`src/rtl/nco_pkg.sv`:
```
// Shared defaults and state encoding for the NCO phase/address generator.
package nco_pkg;

    localparam int NCO_ACC_WIDTH  = 32;
    localparam int NCO_ADDR_WIDTH = 10;
    localparam int NCO_LEN_WIDTH  = 16;

    typedef enum logic {
        ST_IDLE = 1'b0,
        ST_RUN  = 1'b1
    } nco_state_e;

endpackage : nco_pkg

```
`src/rtl/nco_phase_gen.sv`:
```
// NCO phase accumulator that emits sine-LUT read addresses for fixed-length
// pulses. The config is double-buffered: a shadow register accepts a new
// {ftw, phase, len} at any time, and it becomes active only at the next start.
module nco_phase_gen
    import nco_pkg::*;
#(
    parameter int ACC_WIDTH  = NCO_ACC_WIDTH,
    parameter int ADDR_WIDTH = NCO_ADDR_WIDTH,
    parameter int LEN_WIDTH  = NCO_LEN_WIDTH
) (
    input  logic                  clk,
    input  logic                  rst_n,
    input  logic                  cfg_valid,
    output logic                  cfg_ready,
    input  logic [ACC_WIDTH-1:0]  cfg_ftw,
    input  logic [ADDR_WIDTH-1:0] cfg_phase,
    input  logic [LEN_WIDTH-1:0]  cfg_len,
    input  logic                  start,
    input  logic                  abort,
    output logic [ADDR_WIDTH-1:0] rd_addr,
    output logic                  addr_valid,
    output logic                  busy,
    output logic                  done
);

    nco_state_e            state_q, state_d;
    logic [ACC_WIDTH-1:0]  acc_q, acc_d;
    logic [LEN_WIDTH-1:0]  rem_q, rem_d;
    logic [ADDR_WIDTH-1:0] rd_addr_q, rd_addr_d;
    logic                  addr_valid_q, addr_valid_d;
    logic                  busy_q, busy_d;
    logic                  done_q, done_d;

    // cfg_ready_q high means the shadow register is empty.
    logic                  cfg_ready_q, cfg_ready_d;
    logic [ACC_WIDTH-1:0]  sh_ftw_q, sh_ftw_d;
    logic [ADDR_WIDTH-1:0] sh_phase_q, sh_phase_d;
    logic [LEN_WIDTH-1:0]  sh_len_q, sh_len_d;
    logic [ACC_WIDTH-1:0]  act_ftw_q, act_ftw_d;
    logic [ADDR_WIDTH-1:0] act_phase_q, act_phase_d;
    logic [LEN_WIDTH-1:0]  act_len_q, act_len_d;

    logic                  take_start;
    logic                  copy_shadow;
    logic [ADDR_WIDTH-1:0] eff_phase;
    logic [LEN_WIDTH-1:0]  eff_len;
    logic [ACC_WIDTH-1:0]  acc_next;

    // Next-state logic: shadow handshake, start/abort handling, accumulator stepping.
    always_comb begin
        state_d      = state_q;
        acc_d        = acc_q;
        rem_d        = rem_q;
        rd_addr_d    = rd_addr_q;
        addr_valid_d = addr_valid_q;
        done_d       = 1'b0;
        cfg_ready_d  = cfg_ready_q;
        sh_ftw_d     = sh_ftw_q;
        sh_phase_d   = sh_phase_q;
        sh_len_d     = sh_len_q;
        act_ftw_d    = act_ftw_q;
        act_phase_d  = act_phase_q;
        act_len_d    = act_len_q;
        acc_next     = acc_q + act_ftw_q;

        // start together with abort is a no-op, including for the shadow.
        take_start  = (state_q == ST_IDLE) && start && !abort;
        copy_shadow = take_start && !cfg_ready_q;
        eff_phase   = copy_shadow ? sh_phase_q : act_phase_q;
        eff_len     = copy_shadow ? sh_len_q   : act_len_q;

        // A load needs an empty shadow and a copy needs a full one, so the
        // two never compete for cfg_ready_d in the same cycle.
        if (cfg_valid && cfg_ready_q) begin
            sh_ftw_d    = cfg_ftw;
            sh_phase_d  = cfg_phase;
            sh_len_d    = cfg_len;
            cfg_ready_d = 1'b0;
        end

        case (state_q)
            ST_IDLE: begin
                if (take_start) begin
                    if (copy_shadow) begin
                        act_ftw_d   = sh_ftw_q;
                        act_phase_d = sh_phase_q;
                        act_len_d   = sh_len_q;
                        cfg_ready_d = 1'b1;
                    end
                    acc_d = '0;
                    rem_d = eff_len;
                    if (eff_len != '0) begin
                        state_d      = ST_RUN;
                        addr_valid_d = 1'b1;
                        // Accumulator top bits are zero on the first sample.
                        rd_addr_d    = eff_phase;
                    end else begin
                        done_d = 1'b1;
                    end
                end
            end
            ST_RUN: begin
                if (abort) begin
                    state_d      = ST_IDLE;
                    addr_valid_d = 1'b0;
                end else if (rem_q == LEN_WIDTH'(1)) begin
                    state_d      = ST_IDLE;
                    addr_valid_d = 1'b0;
                    done_d       = 1'b1;
                end else begin
                    acc_d     = acc_next;
                    rd_addr_d = acc_next[ACC_WIDTH-1 -: ADDR_WIDTH] + act_phase_q;
                    rem_d     = rem_q - LEN_WIDTH'(1);
                end
            end
            default: begin
                state_d      = ST_IDLE;
                addr_valid_d = 1'b0;
            end
        endcase

        busy_d = (state_d == ST_RUN);
    end

    // State, datapath and config registers; reset clears everything and empties the shadow.
    always_ff @(posedge clk or negedge rst_n) begin
        if (!rst_n) begin
            state_q      <= ST_IDLE;
            acc_q        <= '0;
            rem_q        <= '0;
            rd_addr_q    <= '0;
            addr_valid_q <= 1'b0;
            busy_q       <= 1'b0;
            done_q       <= 1'b0;
            cfg_ready_q  <= 1'b1;
            sh_ftw_q     <= '0;
            sh_phase_q   <= '0;
            sh_len_q     <= '0;
            act_ftw_q    <= '0;
            act_phase_q  <= '0;
            act_len_q    <= '0;
        end else begin
            state_q      <= state_d;
            acc_q        <= acc_d;
            rem_q        <= rem_d;
            rd_addr_q    <= rd_addr_d;
            addr_valid_q <= addr_valid_d;
            busy_q       <= busy_d;
            done_q       <= done_d;
            cfg_ready_q  <= cfg_ready_d;
            sh_ftw_q     <= sh_ftw_d;
            sh_phase_q   <= sh_phase_d;
            sh_len_q     <= sh_len_d;
            act_ftw_q    <= act_ftw_d;
            act_phase_q  <= act_phase_d;
            act_len_q    <= act_len_d;
        end
    end

    assign cfg_ready  = cfg_ready_q;
    assign rd_addr    = rd_addr_q;
    assign addr_valid = addr_valid_q;
    assign busy       = busy_q;
    assign done       = done_q;

endmodule : nco_phase_gen

```
`config.mk`:
```
export PLATFORM = sky130hd
export DESIGN_NAME = nco_phase_gen
export DESIGN_NICKNAME = d
export VERILOG_FILES = /design/src/rtl/nco_pkg.sv /design/src/rtl/nco_phase_gen.sv
export SDC_FILE = /design/constraint.sdc
export NUM_CORES = 1
export LEC_CHECK = 0
export CELL_PAD_IN_SITES_DETAIL_PLACEMENT = 1
export CELL_PAD_IN_SITES_GLOBAL_PLACEMENT = 1
export CORE_ASPECT_RATIO = 0.8
export CORE_MARGIN = 3
export CORE_UTILIZATION = 47
export DETAILED_ROUTE_END_ITERATION = 12
export PLACE_DENSITY = 0.88
export SLEW_MARGIN = 20
export SYNTH_ARGS = -nofsm -noshare
export SYNTH_HDL_FRONTEND = slang
export SYNTH_SLANG_ARGS = --single-unit
```
`constraint.sdc`:
```
create_clock -name clk -period 4.5 [get_ports clk]
set_clock_uncertainty 0.05 [all_clocks]
set_input_delay 0.9 -clock clk [delete_from_list [all_inputs] [get_ports clk]]
set_output_delay 0.9 -clock clk [all_outputs]
set_load 0.005 [all_outputs]
```
==> metrics.md <==
| Metric | Value |
|---|---|
| Status | finished clean |
| Yosys top cell by area | sky130_fd_sc_hd__dfrtp_1 |
| First-iteration detailed-routing DRC count | 393 |
| Worst-skew pair later-pin latency | 0.46 ns |
| Antenna Violating Nets Remaining | 0 |
| Grt total ovfl | 0 |
| Switch share | 0.423 |
| Die X | 163 um |
| Headroom to the max-slew limit | 0.431 |
| Number of fillers in the final layout | 2,011 |
| Height of the die | 132 um |
| Most used flip-flop cell after synthesis | sky130_fd_sc_hd__dfrtp_1 |
| Number of I/O pins | 77 |
| Kind of start point of the critical path | flop |
| Floorplan die area | 21,500 um^2 |
| Clock transition at the registers of the reported paths | 0.08 ns |
| Setup repair after global routing missed its margin | true |
| Placer Congestion | 0.838 |
| Number of sinks on the clock net | 178 |
| Pins Over Slew Limit | 0 |
| Initial Util | 0.485 |
| Data arrival time of the critical path | 4.76 ns |
| Async S/R FF share, synth | 1.00 |
| Wire length of the first global-routing pass | 40.6 mm |
| Count of vias placed by the detailed router | 7,300 |
| Number of instances in the synthesized netlist | 868 |
| EDFF count, synth | 0 |
| Synth warnings | 0 |
| Final count of hold timing violations | 0 |
| Combined area of all synthesized cells | 9310 um^2 |
| Total setup violations reported at the end of the flow | 0 |
| Post-synth net total | 975 |
| Setup Crit Path Kind | reg -> reg |
| Post-synth cell types | 66 |
| Maximum buffer depth of the clock tree | 2 |
| Synthesized area per cell | 10.7 um^2 |
| Final routed wire length divided by cell count | 20.7 um |
| Final Net Count | 1,049 |
| Relative contribution of sequential cells to total power | 0.322 |
| Area added between synthesis and finish | 19.5% |
| Row cnt | 45 |
| Synthesis-stage register bit count | 178 |
| Clk Tree Root Cell | sky130_fd_sc_hd__clkbuf_16 |
| Count of unresolved DRC violations after routing | 0 |
| Commonest non-fill, non-tap cells in the layout | sky130_fd_sc_hd__dfrtp_1 (177), sky130_fd_sc_hd__mux2_2 (116), sky130_fd_sc_hd__clkdlybuf4s50_1 (75) |
| GRT Resource Usage Total | 0.234 |
| Measured slew at the worst slew-check pin | 0.850 ns |
| Multi-input combinational cell area | 4720 um^2 |
| Routed Wire Length | 25.1 mm |
| Startpoint of the worst register-to-register path | act_ftw_q[6]$_DFFE_PN0P_ |
| Area contributors post-synth | sky130_fd_sc_hd__dfrtp_1 (48%), sky130_fd_sc_hd__mux2_2 (14%), sky130_fd_sc_hd__ha_1 (5.6%) |
| Avg Vias per Cell | 6.02 |
| Port Buffers | 76 |
| Setup crit start | act_ftw_q[6]$_DFFE_PN0P_ |
| Power per cell area | 781 nW/um^2 |
| Num CTS Buffers | 17 |
| Number of antenna violations at the first check in global routing | 0 |
| Footprint of the flip-flops and latches | 4460 um^2 |
| Sequential area share after synthesis | 0.479 |
| Worst hold path class | in -> async |
| # diodes | 0 |
| Clock group share of total power | 0.176 |
| Max-capacitance violation count | 0 |
| Crit-path max FO | 5 |
| Internal power summed over all cells | 5.01 mW |
| Placeable core region | 19,200 um^2 |
| Part of the total power dissipated in combinational logic | 0.501 |
| Final period util | 0.990 |
| H-tree levels | 4 |
| Final critical-path required period | 4.45 ns |
| Number of optimization iterations in the first detailed-route pass | 5 |
| Core utilization of the finished layout | 0.579 |
| Vias in the first global route | 7,764 |
| HPWL Detailed | 16.9 mm |
| Net load switching power | 3.68 mW |
| Required @ worst endpoint | 4.81 ns |
| Commonest non-fill, non-tap cell in the layout | sky130_fd_sc_hd__dfrtp_1 |
| Leak | 4.77 nW |
| Worst VDD drop | 0.000352 V |
| Largest net degree at the start of global routing | 97 |
| Endpoint kind of the worst setup timing path | flop |
| Fraction of synthesized cell area taken by the top area cell type | 0.476 |
| Number of hold buffers added after cts | 0 |
| Fraction of final layout cells sized beyond drive strength 1 | 0.212 |
| Total negative slack for setup checks | 0 ns |
| TritonCTS clock tree | built |
| Maximum achievable frequency | 0.225 GHz |
-- critical path, cell delays in order (launching register included) --
cell	delay [ns]
sky130_fd_sc_hd__dfrtp_1	0.42
sky130_fd_sc_hd__ha_4	0.31
sky130_fd_sc_hd__o21ai_0	0.13
sky130_fd_sc_hd__a211o_1	0.38
sky130_fd_sc_hd__a21oi_4	0.22
sky130_fd_sc_hd__o31ai_1	0.14
sky130_fd_sc_hd__a21oi_2	0.19
sky130_fd_sc_hd__o2111ai_1	0.17
sky130_fd_sc_hd__and4b_1	0.28
sky130_fd_sc_hd__nor3_4	0.26
sky130_fd_sc_hd__ha_4	0.26
sky130_fd_sc_hd__nand3_1	0.12
sky130_fd_sc_hd__o2111ai_1	0.18
sky130_fd_sc_hd__a31o_2	0.29
sky130_fd_sc_hd__a21oi_2	0.17
sky130_fd_sc_hd__xnor2_2	0.16
sky130_fd_sc_hd__nand3_1	0.10
sky130_fd_sc_hd__mux2_2	0.29
sky130_fd_sc_hd__a41oi_1	0.22
-- worst paths after layout --
check	endpoint	slack, ns	cells past startpoint
hold reg to reg	acc_q[4]$_DFFE_PN0P_	0.44	2
min in group clk	acc_q[4]$_DFFE_PN0P_	0.44	2
setup reg to reg	rd_addr[9]$_DFFE_PN0P_	0.05	18
setup / recovery	rd_addr[9]$_DFFE_PN0P_	0.05	18
hold / removal	sh_phase_q[2]$_DFFE_PN0P_	0.33	1
max in group asynchronous	act_ftw_q[7]$_DFFE_PN0P_	3.20	2
-- logic make-up (layout without fill, tap and decap cells) --
group                    Yosys count  count (layout)  share of synthesized area
AO/OA/AOI/OAI                    193             193                      0.132
XOR/XNOR                          25              25                     0.0235
adder cells (fa/ha/maj)           44              44                     0.0607
buffers and inverters             63             150                     0.0270
flip-flops                       178             178                      0.479
multiplexers                     122             122                      0.147
AND/OR/NAND/NOR                  243             243                      0.131
-- sequential cells by signal, indices dropped and copies added (netlist names), 10 cells and up --
| signal | cells |
|---|---|
| act_len_q | 16 |
| rem_q | 16 |
| sh_phase_q | 10 |
| sh_ftw_q | 32 |
| rd_addr | 10 |
| act_phase_q | 10 |
| acc_q | 32 |
| sh_len_q | 16 |
| act_ftw_q | 32 |
-- Yosys cell counts, types with 7 or more instances --
cell                       instances
sky130_fd_sc_hd__o31ai_1           7
sky130_fd_sc_hd__and3_1            9
sky130_fd_sc_hd__o22ai_1          13
sky130_fd_sc_hd__xor2_1           12
sky130_fd_sc_hd__o21ai_0          51
sky130_fd_sc_hd__nand4_1          10
sky130_fd_sc_hd__a21oi_1          46
sky130_fd_sc_hd__a31oi_1          13
sky130_fd_sc_hd__nand2_1          65
sky130_fd_sc_hd__o211ai_1          7
sky130_fd_sc_hd__clkbuf_1         30
sky130_fd_sc_hd__ha_1             42
sky130_fd_sc_hd__nor3_1           20
sky130_fd_sc_hd__nor2_1           37
sky130_fd_sc_hd__xnor2_1          13
sky130_fd_sc_hd__inv_1            19
sky130_fd_sc_hd__a21o_1           13
sky130_fd_sc_hd__nand3_1          50
sky130_fd_sc_hd__nor4_1           11
sky130_fd_sc_hd__buf_2            12
sky130_fd_sc_hd__mux2_2          116
sky130_fd_sc_hd__dfrtp_1         177
-- power by group through the flow --
| stage | Sequential (mW) | Clock (mW) | Combinational, mW |
|---|---|---|---|
| final | 2.80 | 1.53 | 4.36 |
| after global routing | 2.89 | 1.63 | 4.79 |
| after CTS | 2.79 | 1.55 | 4.20 |
| after detailed placement | 2.80 | 0 | 4.00 |
| after global placement | 2.75 | 0 | 3.77 |
| after floorplan | 2.62 | 0 | 2.95 |
-- timing repair --
| action | CTS | global route |
|---|---|---|
| pin swaps | 1 | 5 |
| endpoints found under the setup margin | 1 | 3 |
| setup buffers | 0 | 3 |
| gates resized for setup | 7 | 12 |
-- metal layers --
layer | part of all wire | global-route usage
met5 | 0 | 0
met1 | 0.44 | 0.302
met4 | 0.018 | 0.0695
met2 | 0.51 | 0.404
met3 | 0.038 | 0.0396
-- cell type report --
cell class              count  share of cell area
inverters                  20             0.00675
well taps                 258              0.0290
clock inverters            15              0.0157
flip-flops and latches    178               0.401
repair buffers             98              0.0856
clock buffers              17              0.0382
multi-input cells         627               0.424
-- metrics by stage --
step	area, um^2	total power [mW]	std cells	setup WS, ns	hold slack, ns
finish	11100	8.69	1213	0.0470	0.329
CTS	11000	8.55	1210	0.0185	0.339
floorplan	9310	5.57	868	0.471	0.394
global placement	10400	6.52	1178	0.150	0.407
detailed placement	10400	6.81	1178	-0.191	0.427
global route	11100	9.30	1213	-0.124	0.355
Note: power is estimated with default switching activity, not from simulation.
